File: src/rtl/trivium_pkg.sv
// trivium_pkg: shared widths, tap positions, FSM encoding and the single-step Trivium update
package trivium_pkg;
  localparam int KEY_BITS = 80;
  localparam int IV_BITS  = 80;
  localparam int ST_BITS  = 288;
  localparam int T1_A = 66,  T1_B = 93;
  localparam int T2_A = 162, T2_B = 177;
  localparam int T3_A = 243, T3_B = 288;
  localparam int A1_X = 91,  A1_Y = 92,  F1 = 171;
  localparam int A2_X = 175, A2_Y = 176, F2 = 264;
  localparam int A3_X = 286, A3_Y = 287, F3 = 69;
  typedef enum logic [2:0] {IDLE, LOAD, INIT, RUN, EXHAUST} state_e;
  // Vector bit i-1 holds s_i; returns {z, next state}. Registers are s1..s93, s94..s177, s178..s288.
  function automatic logic [ST_BITS:0] triv_step(input logic [ST_BITS-1:0] s);
    logic t1, t2, t3, z;
    t1 = s[T1_A-1] ^ s[T1_B-1];
    t2 = s[T2_A-1] ^ s[T2_B-1];
    t3 = s[T3_A-1] ^ s[T3_B-1];
    z  = t1 ^ t2 ^ t3;
    t1 = t1 ^ (s[A1_X-1] & s[A1_Y-1]) ^ s[F1-1];
    t2 = t2 ^ (s[A2_X-1] & s[A2_Y-1]) ^ s[F2-1];
    t3 = t3 ^ (s[A3_X-1] & s[A3_Y-1]) ^ s[F3-1];
    return {z, s[286:177], t2, s[175:93], t1, s[91:0], t3};
  endfunction
endpackage

File: src/rtl/trivium_unroll.sv
// trivium_unroll: combinational W-step Trivium update; o_z[W-1] is the earliest keystream bit
module trivium_unroll import trivium_pkg::*; #(
  parameter int W = 8
) (
  input  logic [ST_BITS-1:0] i_s,
  output logic [ST_BITS-1:0] o_s,
  output logic [W-1:0]       o_z
);
  logic [ST_BITS-1:0] w_s;
  logic               w_b;
  // Chain W single steps, collecting keystream bits MSB-first
  always_comb begin
    w_s = i_s;
    w_b = 1'b0;
    o_z = '0;
    for (int i = 0; i < W; i++) begin
      {w_b, w_s} = triv_step(w_s);
      o_z[W-1-i] = w_b;
    end
  end
  assign o_s = w_s;
endmodule

File: src/rtl/trivium_stream_w.sv
// trivium_stream_w: byte-loaded Trivium core with W-bit valid/ready keystream XOR datapath
module trivium_stream_w import trivium_pkg::*; #(
  parameter int W          = 8,
  parameter int INIT_RNDS  = 1152,
  parameter int WORD_LIMIT = 2**20
) (
  input  logic         clk,
  input  logic         rst,
  input  logic         key_wr,
  input  logic         iv_wr,
  input  logic [7:0]   kb_in,
  input  logic         start,
  input  logic         s_valid,
  output logic         s_ready,
  input  logic [W-1:0] s_data,
  output logic         m_valid,
  input  logic         m_ready,
  output logic [W-1:0] m_data,
  output logic [2:0]   state_o,
  output logic         err
);
  localparam int INIT_CYC = INIT_RNDS / W;
  localparam int IC_W     = $clog2(INIT_CYC + 1);
  localparam int WC_W     = $clog2(WORD_LIMIT + 1);
  state_e               r_state;
  logic [KEY_BITS-1:0]  r_key;
  logic [IV_BITS-1:0]   r_iv;
  logic [3:0]           r_key_cnt, r_iv_cnt;
  logic [ST_BITS-1:0]   r_s;
  logic [IC_W-1:0]      r_init_cnt;
  logic [WC_W-1:0]      r_word_cnt;
  logic                 r_m_valid, r_err;
  logic [W-1:0]         r_m_data;
  logic [ST_BITS-1:0]   w_ns;
  logic [W-1:0]         w_z;
  logic [IV_BITS-1:0]   w_iv;
  logic                 w_wr, w_acc, w_start_ok, w_err;
  trivium_unroll #(.W(W)) u_unroll (.i_s(r_s), .o_s(w_ns), .o_z(w_z));
  assign w_wr       = key_wr | iv_wr;
  assign w_start_ok = r_state == LOAD && r_key_cnt == 4'd10 && (r_iv_cnt == 4'd0 || r_iv_cnt == 4'd10);
  assign w_iv       = r_iv_cnt == 4'd0 ? '0 : r_iv;
  assign w_err      = (key_wr & iv_wr) | (key_wr & r_key_cnt == 4'd10) |
                      (iv_wr & !key_wr & r_iv_cnt == 4'd10) | (start & !w_wr & !w_start_ok);
  assign s_ready    = r_state == RUN && (!r_m_valid || m_ready);
  assign w_acc      = s_valid & s_ready;
  assign m_valid    = r_m_valid;
  assign m_data     = r_m_data;
  assign state_o    = r_state;
  assign err        = r_err;
  // FSM: byte loading, warm-up, streaming and budget tracking; byte writes always win and abort a session
  always_ff @(posedge clk or negedge rst) begin
    if (!rst) begin
      r_state    <= IDLE;
      r_key      <= '0;
      r_iv       <= '0;
      r_key_cnt  <= '0;
      r_iv_cnt   <= '0;
      r_s        <= '0;
      r_init_cnt <= '0;
      r_word_cnt <= '0;
      r_m_valid  <= 1'b0;
      r_m_data   <= '0;
      r_err      <= 1'b0;
    end else begin
      r_err <= w_err;
      if (w_wr) begin
        if (key_wr && r_key_cnt != 4'd10) begin
          r_key     <= {r_key[KEY_BITS-9:0], kb_in};
          r_key_cnt <= r_key_cnt + 4'd1;
        end
        if (iv_wr && !key_wr && r_iv_cnt != 4'd10) begin
          r_iv     <= {r_iv[IV_BITS-9:0], kb_in};
          r_iv_cnt <= r_iv_cnt + 4'd1;
        end
        r_state    <= LOAD;
        r_init_cnt <= '0;
        r_word_cnt <= '0;
        if (r_state == INIT || r_state == RUN) begin
          r_s       <= '0;
          r_m_valid <= 1'b0;
        end else if (m_ready) r_m_valid <= 1'b0;
      end else if (start && w_start_ok) begin
        r_s        <= {3'b111, 112'b0, w_iv, 13'b0, r_key};
        r_key_cnt  <= '0;
        r_iv_cnt   <= '0;
        r_init_cnt <= '0;
        r_state    <= INIT;
        if (m_ready) r_m_valid <= 1'b0;
      end else if (r_state == INIT) begin
        r_s        <= w_ns;
        r_init_cnt <= r_init_cnt + IC_W'(1);
        if (r_init_cnt == IC_W'(INIT_CYC - 1)) r_state <= RUN;
        if (m_ready) r_m_valid <= 1'b0;
      end else if (w_acc) begin
        r_s        <= w_ns;
        r_m_data   <= s_data ^ w_z;
        r_m_valid  <= 1'b1;
        r_word_cnt <= r_word_cnt + WC_W'(1);
        if (r_word_cnt == WC_W'(WORD_LIMIT - 1)) r_state <= EXHAUST;
      end else if (m_ready) r_m_valid <= 1'b0;
    end
  end
endmodule

File: config.mk
export PLATFORM = sky130hd
export DESIGN_NAME = trivium_stream_w
export DESIGN_NICKNAME = d
export VERILOG_FILES = /design/src/rtl/trivium_pkg.sv /design/src/rtl/trivium_unroll.sv /design/src/rtl/trivium_stream_w.sv
export SDC_FILE = /design/constraint.sdc
export NUM_CORES = 1
export LEC_CHECK = 0
export BUFFER_PORTS_ARGS = -buffer_cell sky130_fd_sc_hd__buf_2
export CAP_MARGIN = 20
export CELL_PAD_IN_SITES_DETAIL_PLACEMENT = 1
export CELL_PAD_IN_SITES_GLOBAL_PLACEMENT = 1
export CORE_MARGIN = 1.5
export CORE_UTILIZATION = 40
export CTS_BUF_LIST = sky130_fd_sc_hd__clkbuf_8
export CTS_CLUSTER_SIZE = 28
export DETAILED_ROUTE_END_ITERATION = 7
export PLACE_DENSITY = 0.67
export SLEW_MARGIN = 5
export SYNTH_ARGS = -nofsm -noshare
export SYNTH_HDL_FRONTEND = slang
export SYNTH_SLANG_ARGS = --single-unit
File: constraint.sdc
create_clock -name clk -period 5.3 [get_ports clk]
set_input_delay 0.795 -clock clk [delete_from_list [all_inputs] [get_ports clk]]
set_output_delay 0.795 -clock clk [all_outputs]
set_load 0.05 [all_outputs]
* Yosys cells after proc, flatten, opt, wreduce, memory -nomap -nowiden
Cells that the tools add are included.
** Word-level totals
- Memories kept :: 0
- RAM bits :: 0
- Output and inout bits :: 14
- Register bits after elaboration :: 498
- Bits in latches :: 0
- Memory bits (read-only) :: 0
- Input bits :: 23
- Word-level logic and storage cells :: 215
** Cells by class
- Equality and inequality tests :: 15
- Bitwise operators :: 127
- Multiplexer cells :: 30
- Div/mod/pow operators :: 0
- Magnitude comparators :: 0
- Reductions and logical operators :: 28
- Add/subtract/negate cells :: 4
- Shifts and indexed selects :: 0
- Multipliers :: 0
** Operators with widths (count)
- $mux W288 :: 5
- $xor A1 B1 Y1 :: 88
- $mux W21 :: 4
- $mux W80 :: 1
- $and A1 B1 Y1 :: 31
- $mux W8 :: 3
- $add A21 B1 Y21 const B :: 1
- $eq A21 B20 Y1 const B :: 1
- $mux W4 :: 5
- $mux W3 :: 6
- $reduce_and A2 Y1 :: 5
- $add A4 B1 Y4 const B :: 2
- $add A8 B1 Y8 const B :: 1
- $eq A4 B4 Y1 const B :: 2
- $eq A8 B8 Y1 const B :: 1
- $ne A4 B4 Y1 const B :: 2
- $reduce_bool A4 Y1 :: 2
- $xor A8 B8 Y8 :: 1
- $logic_and A1 B1 Y1 :: 7
- $eq A3 B2 Y1 const B :: 2
- $mux W1 :: 6
- $ne A2 B1 Y1 const B :: 3
- $reduce_and A3 Y1 :: 2
- $logic_not A1 Y1 :: 4
- other kinds (10) :: 19

* Logic depth before layout (Yosys ltp)
Gate-level depths: netlist of the first run.
- Word-level depth :: 8
- Depth in mapped cells :: 10
- Mapped depth without buffers :: 7

* By module
From an unflattened synthesis of the first run, not the netlist that was laid out.
** Unflattened totals
- Cell total of the unflattened synthesis :: 2137
- Area, all modules :: 25505.7 um^2
** Modules (own cells, without submodules)
- trivium_stream_w :: sequential area each 12462.0 um^2, cells an instance 1792, instances 1, area each 22371.5 um^2
- trivium_unroll :: sequential area each 0.0 um^2, cells an instance 345, instances 1, area each 3134.3 um^2

* Worst setup path after synthesis of the first run
Ideal clock, no wire load.
- Path type :: register to register
- Start point :: register r_state[0], in the netlist state_o[0]
- End point :: register r_s[112]
- Data arrival time :: 2.427 ns
- Library setup time :: 0.127 ns
- Buffers on the path :: 4
- Required time :: 5.173 ns
- Path slack :: 2.746 ns
- Stages on the path, launching flop included :: 10
- Period minus slack after synthesis :: 2.554 ns
- Cells stage by stage :: dfrtp_1 buf_4 or4b_1 buf_2 nor4b_1 buf_2 nor2_2 buf_4 a221oi_1 nor2_1
** On the way
- Longest elaborated chain between the ends :: 6
- Elaborated cells on any way between the ends :: 15
- Classes of those cells :: eq/ne: 4; mux: 3; bitwise: 1; reduce/logical: 7
** Ends and longest elaborated chain
- start, declared :: RTL line trivium_stream_w.sv:25 : state_e r_state;
- start signal, assigned :: RTL line trivium_stream_w.sv:53 : r_state <= IDLE;
- start signal, assigned :: RTL line trivium_stream_w.sv:75 : r_state <= LOAD;
- start signal, assigned :: RTL line trivium_stream_w.sv:87 : r_state <= INIT;
- $eq A3 B1 Y1 :: RTL line trivium_stream_w.sv:40 : assign w_start_ok = r_state == LOAD && r_key_cnt == 4'd10 && (r_iv_cnt == 4'd0 || r_iv_cnt == 4'd10);
- $logic_and A1 B1 Y1 (2 in series) :: RTL line trivium_stream_w.sv:40
- $logic_and A1 B1 Y1 :: RTL line trivium_stream_w.sv:82 : end else if (start && w_start_ok) begin
- $reduce_bool A4 Y1 (no line) or $mux W288 (tied branches)
- $reduce_and A2 Y1 (no line) or $mux W288 (tied branches)
- end signal, assigned :: RTL line trivium_stream_w.sv:83 : r_s <= {3'b111, 112'b0, w_iv, 13'b0, r_key};
- end signal, assigned :: RTL line trivium_stream_w.sv:90 : r_s <= w_ns;
- end signal, assigned :: RTL line trivium_stream_w.sv:95 : r_s <= w_ns;
- end, declared :: RTL line trivium_stream_w.sv:29 : logic [ST_BITS-1:0] r_s;
Parallel ways exist; a longest one is shown, timed or not.
A chain may end at the register's enable or synchronous reset.

* Worst setup path in the final report of the first run
- Start point :: register r_iv_cnt[0]
- End point :: register r_s[196]
** On the way
- Longest elaborated chain between the ends :: 6
- Elaborated cells on any way between the ends :: 9
- Classes of those cells :: eq/ne: 1; mux: 2; reduce/logical: 6
** Ends and longest elaborated chain
- start, declared :: RTL line trivium_stream_w.sv:28 : logic [3:0] r_key_cnt, r_iv_cnt;
- start signal, assigned :: RTL line trivium_stream_w.sv:73 : r_iv_cnt <= r_iv_cnt + 4'd1;
- $eq A4 B4 Y1 or $logic_not A4 Y1 (tied branches) :: RTL line trivium_stream_w.sv:40
- $logic_or A1 B1 Y1 * :: RTL line trivium_stream_w.sv:40
- $logic_and A1 B1 Y1 * :: RTL line trivium_stream_w.sv:40
- $logic_and A1 B1 Y1 * :: RTL line trivium_stream_w.sv:82
- $reduce_bool A4 Y1 (no line) or $mux W288 (tied branches)
- $reduce_and A2 Y1 (no line) or $mux W288 (tied branches)
Mark *: on every way between the ends. The rest lies on a longest branch, timed or not.

==> out/qor.yml, run 1 <==
dpl_cell_area_mm2: 0.0221
cp_top_family: "buffers and inverters"
htreeDepth: 3
path_buf_inv: 4
post_cts_buffers: 0
wl_um: 50400
grt_pass1_vias: 15300
synth_seq_cells: 498
rsz0062_at_grt: "no"
tightest_slew_ns: 1.10
hp-class: "in2async"
wl_per_cell_um: 18.9
final-setup-viol-count: 0
clk_pin_slew_ns: 0.06
gr-total-overflow: 0
synth.distinct_cells: 53
max_stage_delay_ns: 0.70
async_flop_share: 1.00
maxCapViolCount: 0
crit_required_ns: 5.89
avgSynthCellArea_um2: 11.3
status: "completed"
internal_power_w: 0.00728
synth-edff-count: 0
synth_area_mm2: 0.0213
rows: 84
clock-sinks: 498
pwr-share-comb: 0.164
clock_latency_ns: 0.66
clk_path_buf_depth: 3
die_area_mm2: 0.0547
tns_ns: 0
hold_viol_final: 0
crit_path_end_kind: "flip-flop"
critPathKind: "reg2reg"
max_freq_mhz: 278
hpwl_um: 30000
track_usage: 0.192
die_w_um: 234
final.setup.worst_slack_ns: 1.70
hold_buffers: 0
finClkSkew_ns: 0.0176
fill_cells: 5656
crit_path_cell_trace: "inv_1 > ha_1 > mux2i_1 > nor4_4 > buf_4 > nor3_4 > buf_12 > buf_4 > a22o_1"
synth_cells: 1884
cp.arrival_ns: 4.19
coreArea_mm2: 0.0526
cp-start-kind: "flip-flop"
drcViolationCount: 0
p_leak_nw: 10.9
relSlewSlack: 0.267
n_antenna_cell: 0
numPortBuffers: 36
synth_nets: 1914
drt_pass1_iterations: 5
finalMaxSlewViolations: 0
vias_per_cell: 5.38
layout-drive-gt1-share: 0.164
reg2reg_slack_ns: 1.70
fp.dieH_um: 234
drtAntennaViolNets: 0
design_area_mm2: 0.0238
seq_area_frac_synth: 0.585
p_seq_frac: 0.512
cts.repair.resized: 0
cts_buffers: 87
grt_max_degree: 192
min_period_ns: 3.60
grt_pass1_wl_um: 84000
antenna_found_initial: 0
dpl_worst_slack_ns: 1.74
nNetsFinal: 1939
crit_slowest_cell: "buf_4"
ir_drop_mv: 0.205
syn2layout_area_growth_pct: 11.5
initial_core_util: 0.405
synth_ff_type: "dfrtp_1"
routabilityCongestion: 0.778
p_per_area_mw_per_mm2: 441
crit_fanout: 191
drtIter0Drc: 747
yosys_warnings: 0
swShare: 0.305
clockPowerShare: 0.324
post-route-period-util: 0.679
cts_tree: "yes"
p_switching_w: 0.00320
cts-root-buf: "clkbuf_8"
cp_common_cell: "buf_4"
via_count: 14300
ioPinCount: 37
==> through the flow <==
stage	instances	total power (W)	hold slack [ns]	utilization
floorplan	1884	0.00649	0.447	-
global placement	2508	0.00705	0.458	0.420
detailed placement	2508	0.00717	0.468	0.420
CTS	2658	0.0106	0.160	0.452
global route	2658	0.0111	0.186	0.452
finish	2658	0.0105	0.184	0.452
==> synthesized netlist by cell type, types with 2 or more instances <==
| library cell | number | share of area |
|---|---|---|
| buf_2 | 33 | 0.0078 |
| nor2_1 | 190 | 0.033 |
| inv_1 | 6 | 0.0011 |
| nor2b_1 | 3 | 0.00088 |
| buf_4 | 14 | 0.0049 |
| buf_1 | 18 | 0.0032 |
| xor2_1 | 24 | 0.0099 |
| mux2i_1 | 75 | 0.035 |
| nor4_1 | 9 | 0.0026 |
| buf_6 | 6 | 0.0032 |
| and3_1 | 2 | 0.00059 |
| a221oi_2 | 50 | 0.035 |
| o21ai_0 | 54 | 0.013 |
| nor3_1 | 3 | 0.00070 |
| a22o_1 | 125 | 0.051 |
| a21oi_1 | 12 | 0.0028 |
| nand3_1 | 14 | 0.0033 |
| o21ai_1 | 41 | 0.0096 |
| nand2_1 | 384 | 0.068 |
| xnor2_1 | 93 | 0.038 |
| nand3b_1 | 2 | 0.00070 |
| or2_2 | 2 | 0.00059 |
| ha_1 | 7 | 0.0041 |
| a221oi_1 | 30 | 0.012 |
| or3_1 | 8 | 0.0023 |
| o22ai_1 | 2 | 0.00059 |
| and4_1 | 3 | 0.0012 |
| dfrtp_1 | 498 | 0.58 |
| nor4b_1 | 2 | 0.00082 |
| mux2_2 | 80 | 0.042 |
| o21a_1 | 3 | 0.0011 |
| nand2b_1 | 3 | 0.00088 |
| clkbuf_1 | 51 | 0.0090 |
| o221ai_1 | 2 | 0.00082 |
| nand4_1 | 9 | 0.0026 |
| a22oi_1 | 8 | 0.0028 |
| nor4_4 | 2 | 0.0020 |
==> registers in the layout, summed over array words and instances (netlist names) <==
| name | cells |
|---|---|
| err | 1 |
| m_valid | 1 |
| state_o | 3 |
| r_iv | 80 |
| r_word_cnt | 21 |
| r_key_cnt | 4 |
| r_iv_cnt | 4 |
| r_s | 288 |
| r_key | 80 |
| r_init_cnt | 8 |
| m_data | 8 |
==> worst paths after layout <==
path                                              start              endpoint  depth (start not counted)
max in group asynchronous                           rst   r_s[14]$_DFFE_PN0P_                          2
min in group clk                               kb_in[3]   r_iv[3]$_DFFE_PN0P_                          3
worst max register to register  r_iv_cnt[0]$_DFFE_PN0P_  r_s[196]$_DFFE_PN0P_                          9
worst min-delay path                                rst  r_s[212]$_DFFE_PN0P_                          1
worst min register to register      r_s[29]$_DFFE_PN0P_   r_s[29]$_DFFE_PN0P_                          2
worst max-delay path            r_iv_cnt[0]$_DFFE_PN0P_  r_s[196]$_DFFE_PN0P_                          9
==> layout by cell type (no fill, tap or decap), types with 24 or more instances in the layout <==
cell type	count
dfrtp_1	498
nand2_1	383
nor2_1	189
a22o_1	125
clkbuf_8	109
xnor2_1	93
mux2_2	80
mux2i_1	75
o21ai_0	53
a221oi_2	50
o21ai_1	40
inv_1	38
buf_2	35
a221oi_1	30
xor2_1	24
==> power by group through the flow <==
stage          Clock (W)  Sequential [W]  Combinational (W)
6_report         0.00339         0.00536            0.00172
2_1_floorplan          0         0.00518            0.00131
3_3_place_gp           0         0.00538            0.00167
5_1_grt          0.00368         0.00549            0.00194
3_5_place_dp           0         0.00543            0.00174
4_1_cts          0.00351         0.00537            0.00175
==> cell families after synthesis <==
group	count (synthesis)	synth area share
AND/OR/NAND/NOR	646	0.125
flip-flops	498	0.585
AO/OA/AOI/OAI	333	0.132
multiplexers	155	0.0775
buffers and inverters	128	0.0291
XOR/XNOR	117	0.0481
adder cells (fa/ha/maj)	7	0.00411
==> metal layers <==
layer / global-route usage / up-vias / wire length, um
met5: 0 / - / 0
met4: 0.0571 / 0 / 1110
met3: 0.0377 / 87 / 1980
met2: 0.293 / 232 / 22500
met1: 0.277 / 7393 / 24800
li1: - / 6587 / -
==> layout make-up <==
cell class	instances	area, um2	area share
Clock buffer	109	1500	0.0631
Clock inverter	41	174	0.00732
Inverter	6	22.5	0.000948
Multi-Input combinational cell	1258	8280	0.349
Sequential cell	498	12500	0.525
Tap cell	688	861	0.0362
Timing Repair Buffer	58	455	0.0192
(Power assumes the default switching activity.)
==> inputs of run 2 (changes only) <==
Settings changed: PLACE_DENSITY 0.67 to 0.69.
Clock period 5.3 ns to 3.01 ns, I/O delays scaled along.
==> run 2 against run 1 <==
  * Non-clock buffer count up 28
  * Routed wire length up 2.5%
  * Combinational power up 83%
  * Critical endpoint is now r_s[31]$_DFFE_PN0P_
  * Final cell count up 0.68%
  * Via count up 0.10%
  * Count of clock-buffer cells in the layout down 6
  * Largest power group unchanged
  * Fmax up 35%
==> out/qor.yml, run 2 (synthesis gave the netlist of run 1 again) <==
coreArea_mm2: 0.0526
postLayoutCoreUtil: 0.458
highest_layer: "met4"
nNetsFinal: 1966
reg.largest.list: "r_s (288), r_iv (80), r_key (80)"
hp-class: "in2reg"
max_freq_mhz: 374
drt_pass1_iterations: 4
hpwl_um: 31900
rows: 84
crit_path_cell_trace: "or4b_1 > nor4b_2 > buf_12 > buf_4 > mux2i_1 > o21ai_0"
final-setup-viol-count: 0
post-route-period-util: 0.888
crit_path_end_kind: "flip-flop"
cp.arrival_ns: 3.18
p_leak_nw: 11.0
r2r_end: "r_s[31]$_DFFE_PN0P_"
fp.dieH_um: 234
tns_ns: 0
layout_common_cells: "498 x dfrtp_1, 383 x nand2_1, 189 x nor2_1"
drtAntennaViolNets: 0
relSlewSlack: 0.527
drtIter0Drc: 851
n_antenna_cell: 0
wl_um: 51600
ioPinCount: 37
crit_slowest_cell: "or4b_1"
hp-start: "kb_in[0]"
hold_buffers: 7
status: "completed"
cts.repair.resized: 0
initial_core_util: 0.405
cp-start-kind: "flip-flop"
antenna_found_initial: 0
clock-sinks: 498
grt_pass1_wl_um: 85400
p_per_area_mw_per_mm2: 762
final_common_cell: "dfrtp_1"
reg2reg_slack_ns: 0.34
crit_required_ns: 3.52
finClkSkew_ns: 0.0226
cts_tree: "yes"
die_area_mm2: 0.0547
finalMaxSlewViolations: 0
tightest_slew_ns: 0.710
clk_path_buf_depth: 3
drcViolationCount: 0
wl_met2_um: 23500
min_period_ns: 2.67
vias_per_cell: 5.35
cts_buffers: 86
critPathKind: "reg2reg"
grt_pass1_vias: 15500
max_stage_delay_ns: 0.60
largest_reg_flops: 288
routabilityCongestion: 0.780
via_count: 14300
grt_max_degree: 125
rsz0062_at_grt: "no"
post_cts_buffers: 0
crit_fanout: 27
top_register: "r_s"
ir_drop_mv: 0.337
htreeDepth: 3
wl_met3_um: 1710
hold_end: "r_iv[0]$_DFFE_PN0P_"
reg2reg_from: "r_iv_cnt[2]$_DFFE_PN0P_"
rr_worst_depth: 6
layout-drive-gt1-share: 0.169
maxCapViolCount: 0
timing.hold.ws_ns: 0.0858
wirelength_met1_um: 25200
clock_latency_ns: 0.66
syn2layout_area_growth_pct: 13.0
clk_pin_slew_ns: 0.06
cts-root-buf: "clkbuf_8"
gr-total-overflow: 0
hold_viol_final: 0
track_usage: 0.197
min_path_cells: 3
wl_per_cell_um: 19.3
die_w_um: 234
numPortBuffers: 36
## run 2: cell count changes in the layout (fill, tap and decap cells not counted), sizes merged
cell         delta
clkbuf          -6
buf            +21
clkinvlp        +1
dlygate4sd3     +7
inv             -2
clkinv          -3
## run 2: power breakdown
part | internal, W | switching (W) | total [W]
Sequential | 0.00817 | 0.00129 | 0.00946
Clock | 0.00306 | 0.00269 | 0.00575
Combinational | 0.00148 | 0.00166 | 0.00314
## run 2: per-stage QoR
stage | worst slack, ns | cell area [um2] | power, W | instances
2_1_floorplan | 0.456 | 21300 | 0.0114 | 1884
3_3_place_gp | 0.464 | 22400 | 0.0125 | 2529
3_5_place_dp | 0.384 | 22400 | 0.0127 | 2529
4_1_cts | 0.329 | 24100 | 0.0186 | 2676
5_1_grt | 0.202 | 24100 | 0.0194 | 2676
6_report | 0.336 | 24100 | 0.0183 | 2676
## run 2: routing by layer
metal	up-vias	global-route usage
met2	193	0.302
met4	0	0.0635
met3	85	0.0373
met5	-	0
li1	6640	-
met1	7396	0.280
## run 2: area by class of cell
type / instances / area, um2
fillers: 5641 / 28500
well taps: 688 / 861
inverters: 6 / 22.5
repair buffers: 86 / 871
clock buffers: 103 / 1420
clock inverters: 37 / 159
multi-input cells: 1258 / 8280
flip-flops and latches: 498 / 12500
## run 2: worst max-delay path by stage
stage,start,endpoint,slack [ns],cells past startpoint
2_1_floorplan,state_o[0]$_DFFE_PN0P_,r_s[112]$_DFFE_PN0P_,0.46,9
3_3_place_gp,r_iv_cnt[2]$_DFFE_PN0P_,r_s[14]$_DFFE_PN0P_,0.46,6
3_5_place_dp,r_iv_cnt[2]$_DFFE_PN0P_,r_s[19]$_DFFE_PN0P_,0.38,6
4_1_cts,r_iv_cnt[2]$_DFFE_PN0P_,r_s[19]$_DFFE_PN0P_,0.33,6
5_1_grt,r_iv_cnt[2]$_DFFE_PN0P_,r_s[31]$_DFFE_PN0P_,0.20,6
6_report,r_iv_cnt[2]$_DFFE_PN0P_,r_s[31]$_DFFE_PN0P_,0.34,6
## run 2: worst max-delay path, delay by kind of cell, from the launching register on
family	cells	cell delay [ns]
compound gates	1	0.09
buf+inv	2	0.60
simple gates	2	1.11
mux	1	0.23
flops	1	0.46
==> inputs of run 3 (changes only) <==
Settings changed: CORE_UTILIZATION 40 to 48, GPL_TIMING_DRIVEN set to 0, PLACE_DENSITY 0.69 to 0.8.
==> run 3 against run 2 <==
  * Total power up 1.7%
  * Sequential cell count unchanged
  * Register-to-register slack worse by 0.20 ns
  * Critical endpoint is now r_key[49]$_DFFE_PN0P_
  * Count of clock-buffer cells in the layout up 4
  * First-iteration DRC count up 31%
  * Clock skew about the same
  * Clock power up 3.7%
  * Die area down 16%
==> out/qor.yml, run 3 (synthesis gave the netlist of run 1 again) <==
ir_drop_mv: 0.457
p_leak_nw: 11.1
die_w_um: 214
crit_fanout: 10
seq_area_mm2: 0.0125
initial_core_util: 0.484
final_common_cell: "dfrtp_1"
finClkSkew_ns: 0.0228
relSlewSlack: 0.529
reg.largest.list: "r_s (288), r_iv (80), r_key (80)"
fp.dieH_um: 214
die_area_mm2: 0.0457
clock_latency_ns: 0.67
dp_cells: 2515
htreeDepth: 3
syn2layout_area_growth_pct: 13.1
finalMaxSlewViolations: 0
wl_per_cell_um: 20.8
rsz0062_at_grt: "yes"
top_register: "r_s"
layout_common_cells: "498 x dfrtp_1, 384 x nand2_1, 188 x nor2_1"
layout-drive-gt1-share: 0.173
hp-class: "in2reg"
final-setup-viol-count: 0
p_per_area_mw_per_mm2: 775
power_w: 0.0187
routabilityCongestion: 0.828
vias_per_cell: 5.63
cts-root-buf: "clkbuf_8"
clk_path_buf_depth: 3
grt_pass1_wl_um: 89200
post-route-period-util: 0.953
rows: 77
status: "completed"
nNetsFinal: 2046
antenna_found_initial: 2
drtAntennaViolNets: 0
instances_no_fill: 2662
maxCapViolCount: 0
gr-total-overflow: 0
max_freq_mhz: 349
largest_reg_flops: 288
grt_max_degree: 113
coreArea_mm2: 0.0440
track_usage: 0.252
cts_buffers: 84
critPathKind: "reg2reg"
drcViolationCount: 0
multi_input_area_mm2: 0.00825
numPortBuffers: 35
hold_viol_final: 0
via_count: 15000
postLayoutCoreUtil: 0.547
clock-sinks: 498
grt_pass1_vias: 16400
tightest_slew_ns: 0.705
ioPinCount: 37
fill_cells: 4711
clk_pin_slew_ns: 0.06
n_antenna_cell: 0
drtIter0Drc: 1112
cp.arrival_ns: 3.41
drt_pass1_iterations: 5
min_period_ns: 2.87
crit_required_ns: 3.55
wl_um: 55300
cts_tree: "yes"
cp-start-kind: "flip-flop"
hpwl_um: 38200
crit_path_end_kind: "flip-flop"
[run 3: worst paths after layout]
check	startpoint	to	slack (ns)	depth (start not counted)
setup reg to reg	r_key_cnt[0]$_DFFE_PN0P_	r_key[49]$_DFFE_PN0P_	0.14	7
hold / removal	kb_in[2]	r_iv[2]$_DFFE_PN0P_	0.06	3
min in group asynchronous	rst	r_s[210]$_DFFE_PN0P_	0.34	2
hold reg to reg	r_iv[77]$_DFFE_PN0P_	r_iv[77]$_DFFE_PN0P_	0.48	2
setup / recovery	r_key_cnt[0]$_DFFE_PN0P_	r_key[49]$_DFFE_PN0P_	0.14	7
max in group asynchronous	rst	r_iv[12]$_DFFE_PN0P_	1.21	4
[run 3: final cells by class]
| class | count | area share |
|---|---|---|
| Clock buffer | 107 | 0.0611 |
| Buffer | 122 | 0.0251 |
| Multi-Input combinational cell | 1258 | 0.342 |
| Inverter | 6 | 0.000935 |
| Timing Repair Buffer | 46 | 0.0151 |
| Tap cell | 592 | 0.0308 |
| Clock inverter | 33 | 0.00722 |
| Sequential cell | 498 | 0.517 |
[run 3: what timing repair did]
item | in CTS | in global routing
hold buffers | 6 | 0
gates resized for setup | 2 | 13
buffers inserted | 0 | 1
hold endpoints to repair | 75 | 0
setup endpoints to repair | 136 | 155
pin swaps | 1 | 1
[run 3: critical path: stages, from the launching register on]
cell and delay [ns]:
dfrtp_1 0.44, inv_1 0.09, ha_1 0.16, nand3b_1 0.28
nand2_1 0.30, clkbuf_1 0.49, clkbuf_1 0.57, mux2_2 0.41
[run 3: metrics by stage]
stage                     area, um2  hold slack [ns]  TNS (ns)  setup WS, ns
after floorplan               21300            0.156         0         0.456
after global placement        22200            0.461  -4280.99         -8.48
after detailed placement      22300            0.452   -120.03        -0.811
after CTS                     24100          0.00985         0        0.0129
after global routing          24100           0.0546     -1.45       -0.0562
final                         24100           0.0600         0         0.141
[run 3: where the power goes]
| group | total (W) | switching, W | internal [W] |
|---|---|---|---|
| combinational | 0.00311 | 0.00165 | 0.00146 |
| clock | 0.00596 | 0.00271 | 0.00325 |
| sequential | 0.00959 | 0.00142 | 0.00816 |
| total | 0.0187 | 0.00578 | 0.0129 |
[run 3: layer usage]
layer  track usage  part of all wire  vias to the layer above
met4        0.0702             0.020                        2
met1         0.332              0.45                     7807
li1              -                 -                     6818
met2         0.421              0.49                      277
met5             0           0.00020                        -
met3        0.0542             0.045                       92
